`config.mk`:
```
export PLATFORM = sky130hd
export DESIGN_NAME = layer_argmax
export DESIGN_NICKNAME = d
export VERILOG_FILES = /design/src/rtl/ann_pkg.sv /design/src/rtl/layer_argmax.sv
export SDC_FILE = /design/constraint.sdc
export NUM_CORES = 1
export LEC_CHECK = 0
export CELL_PAD_IN_SITES_DETAIL_PLACEMENT = 2
export CELL_PAD_IN_SITES_GLOBAL_PLACEMENT = 2
export CORE_ASPECT_RATIO = 0.75
export CORE_MARGIN = 2
export CORE_UTILIZATION = 33
export CTS_BUF_LIST = sky130_fd_sc_hd__clkbuf_8
export CTS_CLUSTER_DIAMETER = 60
export CTS_CLUSTER_SIZE = 8
export DETAILED_ROUTE_END_ITERATION = 12
export PLACE_DENSITY = 0.94
export SKIP_CTS_REPAIR_TIMING = 1
export SYNTH_ARGS = -nofsm -noshare
export SYNTH_HDL_FRONTEND = slang
export SYNTH_SLANG_ARGS = --single-unit
```
`constraint.sdc`:
```
create_clock -name clk -period 3.97 [get_ports clk]
set_input_delay 0.5955 -clock clk [delete_from_list [all_inputs] [get_ports clk]]
set_output_delay 0.5955 -clock clk [all_outputs]
set_load 0.03 [all_outputs]
```
`src/rtl/ann_pkg.sv`:
```
// rtl/ann_pkg.sv - shared types and width helpers for the ANN output stages
package ann_pkg;

  typedef enum logic [1:0] {
    IDLE = 2'd0,
    SCAN = 2'd1,
    DONE = 2'd2
  } argmax_state_t;

  // Layer outputs carry 8 guard bits above the producing layer's data width.
  function automatic int elem_width(input int layer_data_width);
    return layer_data_width + 8;
  endfunction

  function automatic int idx_width(input int layer_num);
    return (layer_num <= 1) ? 1 : $clog2(layer_num);
  endfunction

endpackage

```
`src/rtl/layer_argmax.sv`:
```
// rtl/layer_argmax.sv - sequential argmax over a snapshotted layer output vector
module layer_argmax
  import ann_pkg::*;
#(
  parameter int LAYER_DATA_WIDTH = 16,
  parameter int LAYER_NUM        = 10,
  localparam int IDX_W           = idx_width(LAYER_NUM),
  localparam int EW              = elem_width(LAYER_DATA_WIDTH)
) (
  input  logic                 clk,
  input  logic                 rst_n,
  input  logic                 clear,
  input  logic                 in_valid,
  output logic                 in_ready,
  input  logic signed [EW-1:0] data_in [0:LAYER_NUM-1],
  output logic                 out_valid,
  input  logic                 out_ready,
  output logic [IDX_W-1:0]     class_idx,
  output logic signed [EW-1:0] max_val,
  output logic                 tie
);

  localparam logic SINGLE = (LAYER_NUM == 1);
  localparam logic [IDX_W-1:0] LAST_IDX = IDX_W'(LAYER_NUM - 1);

  argmax_state_t state, state_nxt;

  logic signed [EW-1:0] snap [0:LAYER_NUM-1];
  logic signed [EW-1:0] best_val;
  logic [IDX_W-1:0]     best_idx;
  logic                 best_tie;
  logic [IDX_W-1:0]     cnt;

  logic                 accept;
  logic                 scan_last;
  logic signed [EW-1:0] cur;
  logic signed [EW-1:0] nxt_val;
  logic [IDX_W-1:0]     nxt_idx;
  logic                 nxt_tie;

  assign accept    = (state == IDLE) && in_valid && !clear;
  assign scan_last = (cnt == LAST_IDX);
  assign cur       = snap[cnt];

  // Strictly-greater replaces the best, so on equality the lowest index is kept.
  always_comb begin
    nxt_val = best_val;
    nxt_idx = best_idx;
    nxt_tie = best_tie;
    if (cur > best_val) begin
      nxt_val = cur;
      nxt_idx = cnt;
      nxt_tie = 1'b0;
    end else if (cur == best_val) begin
      nxt_tie = 1'b1;
    end
  end

  always_ff @(posedge clk or negedge rst_n) begin
    if (!rst_n) begin
      state <= IDLE;
    end else begin
      state <= state_nxt;
    end
  end

  always_comb begin
    state_nxt = state;
    in_ready  = 1'b0;
    out_valid = 1'b0;
    case (state)
      IDLE: begin
        in_ready = 1'b1;
        if (in_valid) state_nxt = SINGLE ? DONE : SCAN;
      end
      SCAN: begin
        if (scan_last) state_nxt = DONE;
      end
      DONE: begin
        out_valid = 1'b1;
        if (out_ready) state_nxt = IDLE;
      end
      default: state_nxt = IDLE;
    endcase
    if (clear) state_nxt = IDLE;
  end

  always_ff @(posedge clk or negedge rst_n) begin
    if (!rst_n) begin
      for (int i = 0; i < LAYER_NUM; i++) snap[i] <= '0;
      best_val  <= '0;
      best_idx  <= '0;
      best_tie  <= 1'b0;
      cnt       <= '0;
      class_idx <= '0;
      max_val   <= '0;
      tie       <= 1'b0;
    end else if (clear) begin
      cnt <= '0;
    end else if (accept) begin
      for (int i = 0; i < LAYER_NUM; i++) snap[i] <= data_in[i];
      best_val <= data_in[0];
      best_idx <= '0;
      best_tie <= 1'b0;
      cnt      <= IDX_W'(1);
      if (SINGLE) begin
        class_idx <= '0;
        max_val   <= data_in[0];
        tie       <= 1'b0;
      end
    end else if (state == SCAN) begin
      best_val <= nxt_val;
      best_idx <= nxt_idx;
      best_tie <= nxt_tie;
      cnt      <= cnt + IDX_W'(1);
      if (scan_last) begin
        class_idx <= nxt_idx;
        max_val   <= nxt_val;
        tie       <= nxt_tie;
      end
    end
  end

endmodule

```
# Word level (Yosys, flattened, before mapping)
# Index checks and enable logic that the tools add are counted.
dict set report word_totals {
  regBits 304
  latch_bits 0
  ram_bits 0
  romBits 0
  input_bits 245
  out_inout_bits 31
  wordCells 64
  n_memories 0
}
dict set report classes {
  add_sub_neg 1
  multipliers 0
  n_div 0
  order_cmp 2
  n_eq_ne 7
  shifts 0
  n_mux 23
  bitwise 3
  n_reduce_logical 10
}
# cell n
set ops {}
lappend ops {{$mux W24} 5}
lappend ops {{$bmux W24 S4} 1}
lappend ops {{$eq A24 B24 Y1} 1}
lappend ops {{$gt A24 B24 Y1} 1}
lappend ops {{$mux W4} 6}
lappend ops {{$ne A3 B3 Y1 const B} 3}
lappend ops {{$mux W2} 4}
lappend ops {{$mux W1} 6}
lappend ops {{$pmux W2 S3} 1}
lappend ops {{$ge A5 B5 Y1 const B} 1}
lappend ops {{$not A4 Y5} 1}
lappend ops {{$add A4 B1 Y4 const B} 1}
lappend ops {{$eq A4 B4 Y1 const B} 1}
lappend ops {{$reduce_and A2 Y1} 2}
lappend ops {{$reduce_and A4 Y1} 1}
lappend ops {{$reduce_and A3 Y1} 1}
lappend ops {{$reduce_bool A3 Y1} 1}
lappend ops {{$eq A2 B1 Y1 const B} 1}
lappend ops {{$eq A2 B2 Y1 const B} 1}
lappend ops {{$logic_and A1 B1 Y1} 2}
lappend ops {{$logic_not A2 Y1} 1}
lappend ops {{$not A1 Y1} 2}
lappend ops {{$reduce_bool A2 Y1} 1}
lappend ops {{$logic_not A1 Y1} 1}

# Depth between registers and ports, before layout
dict set report depth {
  ltp_word 9
  depth_mapped 18
  depth_no_buf 14
}

# Least setup slack after synthesis
# Ideal clock, no wire load.
dict set report synth_timing {
  path_type {register -> register}
  startpoint {register cnt[0]}
  endpoint {register best_idx[3]}
  setup_time_ns 0.080
  arrival_time_ns 3.481
  setup_slack_ns 0.409
  path_stages_with_launch 15
  synth_period_minus_slack_ns 3.561
  path_cell_list {dfrtp_1 > buf_2 > buf_2 > mux4_2 > a21oi_1 > a21oi_1 > ha_1 > nor2b_4 > o211ai_2 > a21oi_1 > o31a_4 > or3_4 > a21oi_4 > buf_6 > mux2i_1}
}
dict set report synth_via {
  elab_chain_len 8
}
# item line_no
set synth_lines {}
lappend synth_lines {{start, declared} layer_argmax.sv:32} ;# logic [IDX_W-1:0] cnt;
lappend synth_lines {{start signal, assigned} layer_argmax.sv:115} ;# cnt <= cnt + IDX_W'(1);
lappend synth_lines {{$not A4 Y5 (implied by the code)} layer_argmax.sv:43} ;# assign cur = snap[cnt];
lappend synth_lines {{$bmux W24 S4} layer_argmax.sv:43}
lappend synth_lines {{$mux W24 (implied by the code) (2 in a row)} layer_argmax.sv:43}
lappend synth_lines {{$gt A24 B24 Y1} layer_argmax.sv:50} ;# if (cur > best_val) begin
lappend synth_lines {{$mux W4} layer_argmax.sv:50}
lappend synth_lines {{$mux W4} layer_argmax.sv:111} ;# end else if (state == SCAN) begin
lappend synth_lines {{$mux W4} layer_argmax.sv:100} ;# end else if (accept) begin
lappend synth_lines {{end signal, assigned} layer_argmax.sv:113} ;# best_idx <= nxt_idx;
lappend synth_lines {{end, declared} layer_argmax.sv:30} ;# logic [IDX_W-1:0] best_idx;
# No other way between the ends. The select of a mux whose other input is x is not followed.
# A chain may end at the register's enable or synchronous reset.

# Final worst setup path
dict set report layout_timing {
  startpoint {register cnt[0]}
  endpoint {register max_val[22]}
}
dict set report layout_via {
  elab_chain_len 6
}
# item line_no
set layout_lines {}
lappend layout_lines {{$not A4 Y5 (implied by the code)} layer_argmax.sv:43}
lappend layout_lines {{$bmux W24 S4} layer_argmax.sv:43}
lappend layout_lines {{$mux W24 (implied by the code) (2 in a row)} layer_argmax.sv:43}
lappend layout_lines {{$gt A24 B24 Y1} layer_argmax.sv:50}
lappend layout_lines {{$mux W24} layer_argmax.sv:50}
lappend layout_lines {{end signal, assigned} layer_argmax.sv:108} ;# max_val <= data_in[0];
lappend layout_lines {{end signal, assigned} layer_argmax.sv:118} ;# max_val <= nxt_val;
lappend layout_lines {{end, declared} layer_argmax.sv:19} ;# output logic signed [EW-1:0] max_val,
# Several ways; a longest one is shown, not always the timed one. The select of a mux whose other input is x is not followed.

==> results.txt <==
----------------------------------------------------
[Status]
  Status ... finished with violations
  Violated checks ... negative hold slack, negative setup slack

[Floorplan]
  Ports placed on the boundary ... 276
  Starting utilization of the core area ... between 30% and 40%
  Die area ... roughly 45000 um2
  Site row count ... 66
  Area of the core region ... roughly 43000 um2
  Floorplan die width ... 246 um
  Die height ... ~190 um

[Route]
  Wirelength, routed ... roughly 70 mm
  Initial drt markers ... 1408
  Mean routed wirelength per cell ... 29.0 um
  First drt pass iteration count ... 7
  Vias post-DR ... between 10000 and 15000
  Detailed-route vias per instance ... ~5.6
  DRC violation count after routing ... 0
  Antenna-violating nets left ... 0

[STA]
  Number of slew-limit violations in the final report ... 0
  Worst setup skew after layout ... 0.0321 ns
  Final clock period utilization by the worst path ... 105%
  Transition at the pin with the smallest max-transition slack ... approximately 1.1 ns
  Smallest setup slack after layout ... -0.215 ns
  Hold Fails Final Rpt ... 39
  Smallest hold slack ... -0.0199 ns
  Top achievable clock speed ... about 240 MHz
  Time the worst path needs with I/O delays and setup ... approximately 4.2 ns
  Max-Slew Margin vs Limit ... 22.8%
  Setup-violating endpoint count in the final report ... 53

[Clock network]
  Clock latency on the worst-skew pair ... 0.62 ns
  Clk Tree Root Cell ... sky130_fd_sc_hd__clkbuf_8
  Clock slew at the register clock pins of the worst setup and hold paths ... roughly 0.08 ns
  Clock tree buffer depth ... 3
  TritonCTS buffer count ... 43
  TritonCTS clock tree ... yes
  Sinks on Clock Net ... between 300 and 400
  Number of H-tree levels ... 2

[Power]
  Cell area power density ... approximately 550 nW/um2
  Combinational Power Share ... a little under two fifths
  Sequential cell fraction of total power ... about two fifths
  Proportion of power drawn by the clock network ... 21.5%
  Switching component of the power ... ~0.0042 W
  Net switching share of the total power ... about two fifths
  Cell-internal power ... approximately 0.0063 W
  Static leakage ... around 9.0 nW
  Worst vdd ir ... 0.318 mV

[Yosys]
  Library cells used by synthesis ... 44
  Mapped Area ... 14400 um2
  Parity-gate share of the synthesized area counting xor and xnor cells ... 0.0606%
  Synthesis Warnings ... 0
  Number of cells produced by synthesis ... 1551
  Fraction of the mapped netlist area in simple logic gates ... 22.3%
  Post-synthesis average cell area ... approximately 9.3 um2
  Post-synthesis net count ... between 1500 and 2000
  Share of synthesized area occupied by flip-flops and latches ... 52.6%
  Post-synthesis adder-cell area fraction ... roughly 2.3%
  Fraction of synthesized area in multiplexers ... 9.42%
  #FFs+latches synth ... approximately 300
  Synth Area in Compound Gates ... a little under a tenth
  Main combinational cell family by area after synthesis ... simple AND/OR/NAND/NOR gates

[Worst setup path]
  Category of the worst setup path capture point ... flop
  CP arrival ... 4.64 ns
  Startpoint-to-endpoint class of the critical path ... reg -> reg
  FF-to-FF path depth ... 15
  Critical Path Fanout Max ... 27
  Category of the worst setup path launch point ... flop
  Register-to-Register Setup Slack ... -0.21 ns
  WP data required ... approximately 4.4 ns

[Global routing]
  First-pass GRT wire length ... 91.3 mm
  Vias in the first global route ... about 15000
  Initial antenna violation count ... 9
  GRT Overall Usage ... a little over a quarter
  Largest net degree at the start of global routing ... around 190
  Overflow left after global routing ... 0

[Min path]
  Class of the tightest hold or removal check ... in -> async

[Layout]
  Area taken by flip-flops and latches ... roughly 7600 um2
  Share of layout cells above drive strength 1 ... between 10% and 20%
  Layout area overhead ... 33.1%
  Multi-input logic area ... 6590 um2
  Post-route cell area ... around 19000 um2
  Filler Cell Count ... 4549
  Post-Route Utilization ... between 40% and 50%
  Final-stage net count ... 2093

[Place]
  Placed wire-length estimate after detailed placement ... roughly 43 mm
  Placement-stage cell area ... ~18000 um2
  # port buffers ... about 280
  Global placer's final weighted congestion ... 0.840
  Pre-CTS setup slack ... -0.271 ns

[Job]
  Max-cap check violation count ... 0

----------------------------------------------------
cells by family after synthesis:
| group | Yosys count |
|---|---|
| adder cells (fa/ha/maj) | 26 |
| flip-flops | 304 |
| XOR/XNOR | 1 |
| multiplexers | 76 |
| AO/OA/AOI/OAI | 208 |
| buffers and inverters | 131 |
| AND/OR/NAND/NOR | 805 |
final timing paths:
check	from	endpoint
worst max-delay path	cnt[0]	max_val[22]
worst min-delay path	rst_n	snap[28]
worst max register to register	cnt[0]	max_val[22]
worst min register to register	snap[179]	snap[179]
max in group asynchronous	rst_n	snap[219]
min in group clk	snap[179]	snap[179]
state kept, by name (all words and copies together) (netlist names):
signal	count
snap	240
best_val	24
max_val	24
best_idx	4
class_idx	4
cnt	4
state	2
best_tie	1
tie	1
cell type report:
class	instances	share of cell area (%)
multi-input cells	1116	34.3
flip-flops and latches	304	39.6
inverters	29	0.566
clock buffers	43	3.08
diodes	9	0.117
repair buffers	328	18.5
clock inverters	4	0.137
well taps	578	3.76
synthesized netlist by cell type:
cell	number	area, um2
sky130_fd_sc_hd__a31oi_1	4	25.0
sky130_fd_sc_hd__nor4_1	1	6.26
sky130_fd_sc_hd__o2111a_1	1	11.3
sky130_fd_sc_hd__nand4_1	6	37.5
sky130_fd_sc_hd__a21o_1	23	173
sky130_fd_sc_hd__buf_1	1	3.75
sky130_fd_sc_hd__nor2b_4	1	13.8
sky130_fd_sc_hd__nand4_4	1	21.3
sky130_fd_sc_hd__o41ai_1	1	8.76
sky130_fd_sc_hd__o21ai_2	1	8.76
sky130_fd_sc_hd__a21oi_1	109	546
sky130_fd_sc_hd__a221o_1	23	230
sky130_fd_sc_hd__o21ai_0	8	40.0
sky130_fd_sc_hd__nor3_1	27	135
sky130_fd_sc_hd__nor4b_2	1	15.0
sky130_fd_sc_hd__ha_1	26	325
sky130_fd_sc_hd__buf_2	14	70.1
sky130_fd_sc_hd__o211ai_2	3	37.5
sky130_fd_sc_hd__nor3_2	2	20.0
sky130_fd_sc_hd__clkinv_1	1	3.75
sky130_fd_sc_hd__mux4_2	48	1080
sky130_fd_sc_hd__buf_4	7	52.6
sky130_fd_sc_hd__or2_2	1	6.26
sky130_fd_sc_hd__clkbuf_1	77	289
sky130_fd_sc_hd__buf_6	3	33.8
sky130_fd_sc_hd__nor4_4	1	21.3
sky130_fd_sc_hd__a21oi_4	1	16.3
sky130_fd_sc_hd__nor2_1	38	143
sky130_fd_sc_hd__mux2i_1	28	280
sky130_fd_sc_hd__a22oi_1	1	7.51
sky130_fd_sc_hd__nand3_1	6	30.0
sky130_fd_sc_hd__o211a_1	1	10.0
sky130_fd_sc_hd__nand2_1	693	2600
sky130_fd_sc_hd__a211oi_1	4	30.0
sky130_fd_sc_hd__xnor2_1	1	8.76
sky130_fd_sc_hd__a21boi_0	1	7.51
sky130_fd_sc_hd__o31ai_1	26	195
sky130_fd_sc_hd__nor2b_1	2	12.5
sky130_fd_sc_hd__o31a_4	1	17.5
sky130_fd_sc_hd__inv_1	28	105
sky130_fd_sc_hd__or3_4	1	11.3
sky130_fd_sc_hd__dfrtp_1	304	7610
sky130_fd_sc_hd__and2_1	23	144
sky130_fd_sc_hd__and3_1	1	6.26
cell usage in the layout, fill, tap and decap left out, drive strengths merged:
master | netlist | routed
a211oi | 4 | 4
a21boi | 1 | 1
a21o | 23 | 23
a21oi | 110 | 110
a221o | 23 | 23
a22oi | 1 | 1
a31oi | 4 | 4
and2 | 23 | 23
and3 | 1 | 1
buf | 25 | 48
clkbuf | 77 | 49
clkdlybuf4s50 | 0 | 274
clkinv | 1 | 1
clkinvlp | 0 | 1
dfrtp | 304 | 304
diode | 0 | 9
ha | 26 | 26
inv | 28 | 31
mux2i | 28 | 28
mux4 | 48 | 48
nand2 | 693 | 693
nand3 | 6 | 6
nand4 | 7 | 7
nor2 | 38 | 38
nor2b | 3 | 3
nor3 | 29 | 29
nor4 | 2 | 2
nor4b | 1 | 1
o2111a | 1 | 1
o211a | 1 | 1
o211ai | 3 | 3
o21ai | 9 | 9
o31a | 1 | 1
o31ai | 26 | 26
o41ai | 1 | 1
or2 | 1 | 1
or3 | 1 | 1
xnor2 | 1 | 1
critical path, cell delays in order, from the launching register on:
cell	delay [ns]
sky130_fd_sc_hd__dfrtp_4	0.48
sky130_fd_sc_hd__buf_12	0.14
sky130_fd_sc_hd__buf_12	0.17
sky130_fd_sc_hd__mux4_2	0.57
sky130_fd_sc_hd__a21oi_1	0.27
sky130_fd_sc_hd__a21oi_2	0.11
sky130_fd_sc_hd__ha_1	0.39
sky130_fd_sc_hd__nand4_1	0.21
sky130_fd_sc_hd__buf_4	0.20
sky130_fd_sc_hd__nor4_4	0.25
sky130_fd_sc_hd__o31a_4	0.26
sky130_fd_sc_hd__buf_4	0.13
sky130_fd_sc_hd__o211ai_2	0.12
sky130_fd_sc_hd__buf_12	0.20
sky130_fd_sc_hd__a21oi_1	0.34
sky130_fd_sc_hd__o31ai_1	0.15
through the flow:
stage                     hold WS [ns]  instances  power [W]  setup TNS, ns
after detailed placement         0.464       2337    0.00763         -10.69
after global placement           0.453       2337    0.00726              0
after CTS                       0.0103       2384    0.00988         -10.09
final                          -0.0199       2411     0.0106          -4.90
after global routing          0.000996       2408     0.0110          -6.51
after floorplan                  0.300       1551    0.00612              0
power by group through the flow:
stage	Combinational (W)	Clock, W	Sequential, W
floorplan	0.00212	0	0.00401
global placement	0.00314	0	0.00412
detailed placement	0.00342	0	0.00421
CTS	0.00347	0.00223	0.00417
global route	0.00426	0.00240	0.00429
finish	0.00405	0.00227	0.00425
layer usage:
metal | share of wire, % | global-route usage (%) | vias to the layer above
li1 | - | - | 5662
met2 | 49 | 43.8 | 654
met3 | 6.6 | 5.67 | 220
met1 | 40 | 34.4 | 6992
met4 | 5.1 | 11.4 | 2
met5 | 0.019 | 0 | -
No activity file was read; power rests on OpenSTA's default activity.
